File: config.mk
export PLATFORM = sky130hd
export DESIGN_NAME = hazard_stall_unit
export DESIGN_NICKNAME = d
export VERILOG_FILES = /design/src/rtl/hazard_stall_unit.sv
export SDC_FILE = /design/constraint.sdc
export NUM_CORES = 1
export LEC_CHECK = 0
export BUFFER_PORTS_ARGS = -buffer_cell sky130_fd_sc_hd__buf_2
export CORE_ASPECT_RATIO = 1.5
export CORE_MARGIN = 4
export CORE_UTILIZATION = 60
export CTS_CLUSTER_DIAMETER = 150
export DETAILED_ROUTE_END_ITERATION = 8
export GPL_TIMING_DRIVEN = 0
export HOLD_SLACK_MARGIN = 0.05
export PLACE_DENSITY_LB_ADDON = 0.05
export SYNTH_ARGS = -nofsm -noshare
export SYNTH_HDL_FRONTEND = slang
export SYNTH_SLANG_ARGS = --single-unit
File: constraint.sdc
create_clock -name Clock -period 6.3 [get_ports Clock]
set_input_delay 1.575 -clock Clock [delete_from_list [all_inputs] [get_ports Clock]]
set_output_delay 1.575 -clock Clock [all_outputs]
set_load 0.1 [all_outputs]
File: src/rtl/hazard_stall_unit.sv
`default_nettype none
// +--------------------------------------------------------------------------+
// | Module      : hazard_stall_unit                                          |
// | Description : FP pipeline scoreboard. Tracks in-flight destination       |
// |               registers, raises a decode hold on RAW hazards, and        |
// |               freezes the pipeline for the multi-cycle multiplier.       |
// | Revision    : 1.0                                                        |
// +--------------------------------------------------------------------------+
module hazard_stall_unit #(
  parameter int REG_AW   = 3,
  parameter int WB_DEPTH = 4,
  parameter int MUL_LAT  = 4
) (
  input  logic                   Clock,
  input  logic                   Reset,
  input  logic                   issueValid,
  input  logic [REG_AW-1:0]      srcA,
  input  logic [REG_AW-1:0]      srcB,
  input  logic                   srcAEn,
  input  logic                   srcBEn,
  input  logic [REG_AW-1:0]      dst,
  input  logic                   dstWrEn,
  input  logic                   isMul,
  output logic                   stall,
  output logic                   hazStall,
  output logic                   issueAccept,
  output logic [(1<<REG_AW)-1:0] busyMask,
  output logic [15:0]            stallCount
);

  localparam int         c_NREG     = 1 << REG_AW;
  localparam logic [3:0] c_MUL_LOAD = 4'(MUL_LAT - 1);

  typedef enum logic [0:0] {
    IDLE     = 1'b0,
    MUL_BUSY = 1'b1
  } mulState_t;

  // Tracker: entry 0 is the youngest in-flight instruction.
  logic [WB_DEPTH-1:0] r_trkValid;
  logic [REG_AW-1:0]   r_trkDst [WB_DEPTH];

  mulState_t   r_state;
  mulState_t   w_stateNext;
  logic [3:0]  r_mulCnt;
  logic [3:0]  w_mulCntNext;
  logic        r_stall;
  logic [15:0] r_stallCount;
  logic [c_NREG-1:0] w_busyMask;

  assign stall       = r_stall;
  assign busyMask    = w_busyMask;
  assign stallCount  = r_stallCount;

  // No bypass network: any pending write to a read source holds decode.
  assign hazStall    = issueValid & ((srcAEn & w_busyMask[srcA]) |
                                     (srcBEn & w_busyMask[srcB]));
  assign issueAccept = issueValid & ~hazStall & ~r_stall;

  // Shift the tracker while the pipeline advances; hold it during a freeze.
  always_ff @(posedge Clock or negedge Reset) begin
    if (!Reset) begin
      r_trkValid <= '0;
      for (int i = 0; i < WB_DEPTH; i++) begin
        r_trkDst[i] <= '0;
      end
    end else if (!r_stall) begin
      for (int i = WB_DEPTH - 1; i > 0; i--) begin
        r_trkValid[i] <= r_trkValid[i-1];
        r_trkDst[i]   <= r_trkDst[i-1];
      end
      // A bubble enters when nothing is issued or nothing is written.
      r_trkValid[0] <= issueAccept & dstWrEn;
      r_trkDst[0]   <= dst;
    end
  end

  // Decode valid tracker entries into a per-register pending-write mask.
  always_comb begin
    w_busyMask = '0;
    for (int i = 0; i < WB_DEPTH; i++) begin
      if (r_trkValid[i]) begin
        w_busyMask[r_trkDst[i]] = 1'b1;
      end
    end
  end

  // Multiplier FSM state, countdown and registered freeze output.
  always_ff @(posedge Clock or negedge Reset) begin
    if (!Reset) begin
      r_state  <= IDLE;
      r_mulCnt <= '0;
      r_stall  <= 1'b0;
    end else begin
      r_state  <= w_stateNext;
      r_mulCnt <= w_mulCntNext;
      r_stall  <= (w_stateNext == MUL_BUSY);
    end
  end

  // Next-state logic: MUL_BUSY lasts MUL_LAT cycles (counter MUL_LAT-1 .. 0).
  always_comb begin
    w_stateNext  = r_state;
    w_mulCntNext = r_mulCnt;
    case (r_state)
      IDLE: begin
        if (issueAccept && isMul) begin
          w_stateNext  = MUL_BUSY;
          w_mulCntNext = c_MUL_LOAD;
        end
      end
      MUL_BUSY: begin
        if (r_mulCnt == 4'd0) begin
          w_stateNext = IDLE;
        end else begin
          w_mulCntNext = r_mulCnt - 4'd1;
        end
      end
      default: begin
        w_stateNext  = IDLE;
        w_mulCntNext = '0;
      end
    endcase
  end

  // Saturating count of cycles lost to either freeze or decode hold.
  always_ff @(posedge Clock or negedge Reset) begin
    if (!Reset) begin
      r_stallCount <= '0;
    end else if ((r_stall | hazStall) && (r_stallCount != 16'hFFFF)) begin
      r_stallCount <= r_stallCount + 16'd1;
    end
  end

endmodule
`default_nettype wire

==> insert_results.sql, run 1 <==
INSERT INTO impl_metrics (metric_group, metric, value, unit) VALUES
('yosys', 'synth.yosys.seq_area_share', '40.13', '%'),
('grt', 'grt_pass1_vias', '1852', ''),
('clock_tree', 'post_cts_resize_count', '0', ''),
('critical_path', 'critical_path_class', 'primary input to primary output', ''),
('die', 'floorplan.initialDensity', '62.66', '%'),
('timing', 'count_of_final_setup_violators', '0', ''),
('routing', 'first_pass_iters', '4', ''),
('layout', 'antenna_diode_count', '0', ''),
('clock_tree', 'post_cts_hold_buffers', '0', ''),
('yosys', 'synth_top_flop_cell', 'sky130_fd_sc_hd__dfrtp_1', ''),
('yosys', 'syn-cell-area', '0.002307', 'mm^2'),
('routing', 'routed-via-count', '1881', ''),
('critical_path', 'r2r_setup_slack', '3640', 'ps'),
('routing', 'viasPerCell', '6.107', ''),
('yosys', 'synth.avg_cell_area', '10.73', 'um^2'),
('layout', 'non_filler_cells_in_the_finished_layout', '308', ''),
('placed_design', 'placed_area', '0.002571', 'mm^2'),
('min_path', 'min-delay-path-class', 'flip-flop to flip-flop', ''),
('timing', 'whs', '499.7', 'ps'),
('timing', 'timing.final.crit_share', '78.35', '%'),
('clock_tree', 'cts.htree.levels', '2', ''),
('clock_tree', 'max-clock-path-buffers', '2', ''),
('clock_tree', 'cts_made_buffers', '5', ''),
('layout', 'final_core_utilization', '72.17', '%'),
('layout', 'mostFrequentLayoutCells', 'sky130_fd_sc_hd__buf_2, sky130_fd_sc_hd__dfrtp_1, sky130_fd_sc_hd__nand2_1, sky130_fd_sc_hd__xnor2_1, sky130_fd_sc_hd__mux2_2', ''),
('grt', 'gr-usage-all-layers', '22.32', '%'),
('clock_tree', 'tritoncts', 'built', ''),
('critical_path', 'crit_fanout', '10', ''),
('placed_design', 'detailedPlacementHpwl', '3725', 'um'),
('clock_tree', 'clock_latency', '290', 'ps'),
('power', 'peakVddDrop', '0.8806', 'mV'),
('power', 'pwr_density_cell', '563.5', 'mW/mm^2'),
('layout', 'finalNetCount', '282', ''),
('layout', 'drive_above_1_share', '34.72', '%'),
('yosys', 'number_of_instances_in_the_synthesized_netlist', '215', ''),
('clock_tree', 'post_cts.repair.setup_buffers', '0', ''),
('die', 'num_io_pins', '43', ''),
('grt', 'grt_max_degree', '38', ''),
('critical_path', 'crit_start', 'srcA[0]', ''),
('clock_tree', 'cts.clk_slew.worst_paths', '80', 'ps'),
('status', 'outcome', 'finished clean', ''),
('placed_design', 'numPortBuffers', '42', ''),
('routing', 'drt_iter0_markers', '97', ''),
('timing', 'post-route-min-period', '4936', 'ps'),
('clock_tree', 'clockRootBuffer', 'sky130_fd_sc_hd__clkbuf_8', ''),
('routing', 'route.detailed.drc', '0', ''),
('critical_path', 'required', '4720', 'ps'),
('yosys', 'synth_edf_count', '0', ''),
('critical_path', 'reg2regPathDepth', '9', ''),
('yosys', 'yosysUniqueCellTypes', '53', ''),
('die', 'die_h', '83.95', 'um'),
('timing', 'final.setup_skew', '8.417', 'ps'),
('layout', 'area.growth.synth_to_final', '15.18', '%'),
('timing', 'fmax', '0.2026', 'GHz'),
('yosys', 'synth.ff_latch_count', '37', ''),
('yosys', 'synthesis.nets', '233', ''),
('die', 'floorplan.core_area', '0.003682', 'mm^2'),
('min_path', 'worstHoldPathCells', '1', ''),
('grt', 'antenna_found_initial', '0', ''),
('timing', 'tightest_slew', '800.0', 'ps'),
('timing', 'final-hold-violation-count', '0', ''),
('yosys', 'synth.top_cell.area_share', '40.13', '%'),
('critical_path', 'crit_path_start_kind', 'primary input', ''),
('power', 'total_leakage_power', '1.186', 'nW'),
('critical_path', 'regToRegStartpoint', 'r_trkDst[4]$_DFFE_PN0N_', ''),
('die', 'die_w', '58.63', 'um'),
('yosys', 'post-synth-top-area-cell', 'sky130_fd_sc_hd__dfrtp_1', ''),
('layout', 'final_design_area_no_fill', '0.002658', 'mm^2'),
('placed_design', 'preCtsSetupSlack', '1377', 'ps'),
('routing', 'post_dr_wirelength_cell', '16.49', 'um'),
('layout', 'mostFrequentLayoutCell', 'sky130_fd_sc_hd__buf_2', '');
[per-layer routing]
metal / up-vias / GRT usage (%) / part of all wire, %
li1: 916 / - / -
met1: 909 / 26.87 / 41
met2: 48 / 38.45 / 53
met3: 8 / 4.180 / 4.4
met4: 0 / 8.247 / 1.7
met5: - / 0 / 0
[final timing paths]
check	to
worst max-delay path	hazStall
worst min-delay path	stallCount[5]$_DFFE_PN0P_
worst max register to register	stallCount[12]$_DFFE_PN0P_
worst min register to register	stallCount[5]$_DFFE_PN0P_
max in group asynchronous	stall$_DFF_PN0_
min in group asynchronous	r_trkDst[7]$_DFFE_PN0N_
[state kept, by name, indices dropped and copies added, names as in the netlist]
name and cells:
r_trkDst 12, stall 1, r_mulCnt 4, stallCount 16, r_trkValid 4
[worst max-delay path: stages]
cell                      delay (ps)
sky130_fd_sc_hd__buf_2           140
sky130_fd_sc_hd__nor4b_1         370
sky130_fd_sc_hd__nor4_2          100
sky130_fd_sc_hd__a41oi_2         310
sky130_fd_sc_hd__o21a_4          230
sky130_fd_sc_hd__buf_6           180
sky130_fd_sc_hd__buf_2           440
[cells in the mapped netlist (4+ instances only)]
master and count:
sky130_fd_sc_hd__dfrtp_1 37, sky130_fd_sc_hd__nand2_1 18, sky130_fd_sc_hd__xnor2_1 15, sky130_fd_sc_hd__mux2_2 14
sky130_fd_sc_hd__and3_1 9, sky130_fd_sc_hd__nand4b_1 9, sky130_fd_sc_hd__nor2_1 9, sky130_fd_sc_hd__o211ai_2 8
sky130_fd_sc_hd__inv_1 7, sky130_fd_sc_hd__nand2b_1 7, sky130_fd_sc_hd__nand4_1 7, sky130_fd_sc_hd__nand3_1 6
sky130_fd_sc_hd__a21oi_1 5, sky130_fd_sc_hd__buf_2 5, sky130_fd_sc_hd__o2111ai_1 5, sky130_fd_sc_hd__nor4bb_1 4
[cell type report]
| cell class | instances | area (um^2) |
|---|---|---|
| timing repair buffer | 42 | 210.2 |
| inverter | 7 | 26.28 |
| clock inverter | 3 | 17.52 |
| clock buffer | 5 | 68.82 |
| fill | 296 | 1025 |
| tap | 43 | 53.80 |
| buffer | 11 | 56.30 |
| multi-input combinational | 160 | 1299 |
| sequential | 37 | 925.9 |
[logic make-up (layout without fill, tap and decap cells)]
logic type / after synthesis / after routing / synth area share (%)
and+or+nand+nor: 89 / 89 / 25.87
AOI/OAI and AO/OA: 37 / 37 / 15.40
DFF: 37 / 37 / 40.13
buffers and inverters: 18 / 68 / 3.579
muxes: 17 / 17 / 8.243
xor gates and xnor gates: 15 / 15 / 5.694
adders and majority gates: 2 / 2 / 1.084
[report_power, final]
part / switching [mW] / leakage (nW) / internal [mW]
registers: 0.110 / 0.464 / 0.328
logic: 0.646 / 0.678 / 0.253
clock network: 0.0838 / 0.0439 / 0.0763
total: 0.840 / 1.19 / 0.657
No activity file was read; power rests on OpenSTA's default activity.
==> run 2, diff against run 1 <==
Settings changed: CORE_UTILIZATION 60 to 55.
Clock period 6.3 ns to 4.62 ns, I/O delays scaled along.
==> insert_results.sql, run 2 (same netlist as run 1, synthesis figures left out) <==
INSERT INTO impl_metrics (metric_group, metric, value, unit) VALUES
('timing', 'tightest_slew', '792.2', 'ps'),
('die', 'floorplan.core_area', '0.003994', 'mm^2'),
('placed_design', 'place_congestion', '0.8359', ''),
('power', 'total_leakage_power', '1.210', 'nW'),
('routing', 'first_pass_iters', '4', ''),
('die', 'design.die.area', '0.005317', 'mm^2'),
('layout', 'non_filler_cells_in_the_finished_layout', '310', ''),
('clock_tree', 'post_cts_resize_count', '0', ''),
('critical_path', 'critical_path_class', 'flip-flop to primary output', ''),
('critical_path', 'crit_path_start_kind', 'flip-flop', ''),
('critical_path', 'crit_path_top_delay_cell', 'sky130_fd_sc_hd__dfrtp_1', ''),
('layout', 'final_core_utilization', '67.79', '%'),
('power', 'netSwitchingFraction', '53.19', '%'),
('clock_tree', 'cts.htree.levels', '2', ''),
('routing', 'drt_iter0_markers', '164', ''),
('timing', 'final.setup_skew', '8.769', 'ps'),
('power', 'clkPwrFrac', '15.2', '%'),
('die', 'die_w', '60.89', 'um'),
('timing', 'slew-limit-headroom', '47.18', '%'),
('critical_path', 'regToRegStartpoint', 'r_trkDst[4]$_DFFE_PN0N_', ''),
('power', 'cell_internal_power_dissipation', '1.006', 'mW'),
('layout', 'mostFrequentLayoutCells', 'sky130_fd_sc_hd__buf_2, sky130_fd_sc_hd__dfrtp_1, sky130_fd_sc_hd__nand2_1, sky130_fd_sc_hd__xnor2_1, sky130_fd_sc_hd__mux2_2', ''),
('layout', 'mostFrequentLayoutCell', 'sky130_fd_sc_hd__buf_2', ''),
('critical_path', 'crit_fanout', '10', ''),
('die', 'die_h', '87.33', 'um'),
('power', 'share_seq_of_total_power', '27.9', '%'),
('timing', 'final-hold-violation-count', '0', ''),
('timing', 'final-max-slew-violation-count', '0', ''),
('timing', 'final.setup.worst_slack', '540.5', 'ps'),
('min_path', 'worst_hold_startpoint', 'stallCount[10]$_DFFE_PN0P_', ''),
('timing', 'setup_repair_after_global_routing_missed_its_margin', 'no', ''),
('timing', 'count_of_final_setup_violators', '0', ''),
('clock_tree', 'clock_sinks', '37', ''),
('placed_design', 'numPortBuffers', '42', ''),
('timing', 'fmax', '0.2451', 'GHz'),
('min_path', 'min-delay-path-class', 'flip-flop to flip-flop', ''),
('layout', 'drive_above_1_share', '34.72', '%'),
('die', 'floorplan.initialDensity', '57.77', '%'),
('power', 'peakVddDrop', '0.6853', 'mV'),
('routing', 'route.antenna.remaining_nets', '0', ''),
('routing', 'drt-total-wl', '5147', 'um'),
('power', 'totalPowerFinal', '2.150', 'mW'),
('timing', 'post-route-min-period', '4079', 'ps'),
('clock_tree', 'cts.clk_slew.worst_paths', '80', 'ps'),
('die', 'placement_rows', '28', ''),
('timing', 'setup_tns', '0', 'ps'),
('clock_tree', 'clock_latency', '290', 'ps'),
('clock_tree', 'clockRootBuffer', 'sky130_fd_sc_hd__clkbuf_8', ''),
('timing', 'timing.final.crit_share', '88.30', '%'),
('critical_path', 'critical_path.cell_chain', 'nand2b_1 -> o32a_1 -> a2111oi_2 -> nor4_2 -> a41oi_2 -> o21a_4 -> buf_6 -> buf_2', ''),
('placed_design', 'dpl.cell_count', '302', ''),
('layout', 'antenna_diode_count', '0', ''),
('grt', 'grt_pass1_vias', '1826', ''),
('critical_path', 'critPathCaptureType', 'primary output', ''),
('routing', 'viasPerCell', '6.239', ''),
('placed_design', 'detailedPlacementHpwl', '3799', 'um'),
('flow_run', 'cap_violations', '0', ''),
('clock_tree', 'cts_made_buffers', '5', ''),
('die', 'num_io_pins', '43', ''),
('power', 'pwr_density_cell', '794.1', 'mW/mm^2'),
('power', 'power.share.combinational', '56.9', '%'),
('routing', 'post_dr_wirelength_cell', '16.60', 'um'),
('layout', 'area.growth.synth_to_final', '17.35', '%'),
('clock_tree', 'max-clock-path-buffers', '2', ''),
('critical_path', 'worst_path_largest_cell_delay', '490', 'ps'),
('grt', 'gr-usage-all-layers', '21.43', '%'),
('clock_tree', 'post_cts.repair.setup_buffers', '0', ''),
('routing', 'route.detailed.drc', '0', ''),
('routing', 'routed-via-count', '1934', ''),
('status', 'outcome', 'finished clean', ''),
('critical_path', 'worstPathArrival', '2920', 'ps'),
('placed_design', 'preCtsSetupSlack', '590.7', 'ps'),
('grt', 'grt_first_pass_wirelength', '8618', 'um'),
('clock_tree', 'tritoncts', 'built', ''),
('critical_path', 'required', '3460', 'ps'),
('grt', 'gr-total-overflow', '0', ''),
('power', 'p_sw', '1.144', 'mW'),
('critical_path', 'crit_start', 'r_trkDst[7]$_DFFE_PN0N_', ''),
('grt', 'grt_max_degree', '38', ''),
('layout', 'finalNetCount', '282', ''),
('grt', 'antenna_found_initial', '0', ''),
('layout', 'largest_register_ff_count', '16', ''),
('clock_tree', 'post_cts_hold_buffers', '0', '');
run 2: cell types whose count changed in the layout (fill, tap and decap cells not counted):
cell	delta
sky130_fd_sc_hd__bufinv_16	+2
sky130_fd_sc_hd__clkinv_2	-1
sky130_fd_sc_hd__clkinvlp_4	-1
run 2: path summary, 6_finish.rpt:
path	cells past startpoint	slack (ps)	endpoint
max	8	540	hazStall
min	1	490	stallCount[10]$_DFFE_PN0P_
max reg2reg	9	1950	stallCount[12]$_DFFE_PN0P_
min reg2reg	1	490	stallCount[10]$_DFFE_PN0P_
max in group asynchronous	1	3170	r_mulCnt[3]$_DFFE_PN0P_
min in group asynchronous	1	940	r_trkDst[7]$_DFFE_PN0N_
run 2: worst max-delay path, delay by kind of cell (launching register included):
family / cells / cell delay [ps]
AOI/OAI and AO/OA: 4 / 1230
buffers and inverters: 2 / 620
DFF: 1 / 490
and+or+nand+nor: 2 / 290
run 2: layer usage:
layer / wire length, um / track usage, %
met5: 0 / 0
met4: 117 / 7.495
met3: 224 / 4.154
met2: 2706 / 37.29
met1: 2098 / 25.59
run 2: power groups by stage:
stage	registers (mW)	logic, mW	clock network [mW]
after floorplan	0.820	0.775	0
after global placement	0.597	1.21	0
after detailed placement	0.601	1.23	0
after CTS	0.595	1.23	0.333
after global routing	0.623	1.30	0.351
final	0.599	1.22	0.327
run 2: metrics by stage:
stage | instance area [um^2] | hold WS, ps
6_report | 2708 | 494.5
5_1_grt | 2708 | 533.5
4_1_cts | 2708 | 499.2
3_5_place_dp | 2574 | 481.7
3_3_place_gp | 2574 | 485.7
2_1_floorplan | 2307 | 536.3
run 2: final cells by class:
cell class	instances	area [um^2]
Multi-Input combinational cell	160	1299
Fill cell	350	1286
Sequential cell	37	925.9
Timing Repair Buffer	42	210.2
Clock buffer	5	68.82
Clock inverter	3	65.06
Buffer	11	56.30
Tap cell	45	56.30
Inverter	7	26.28
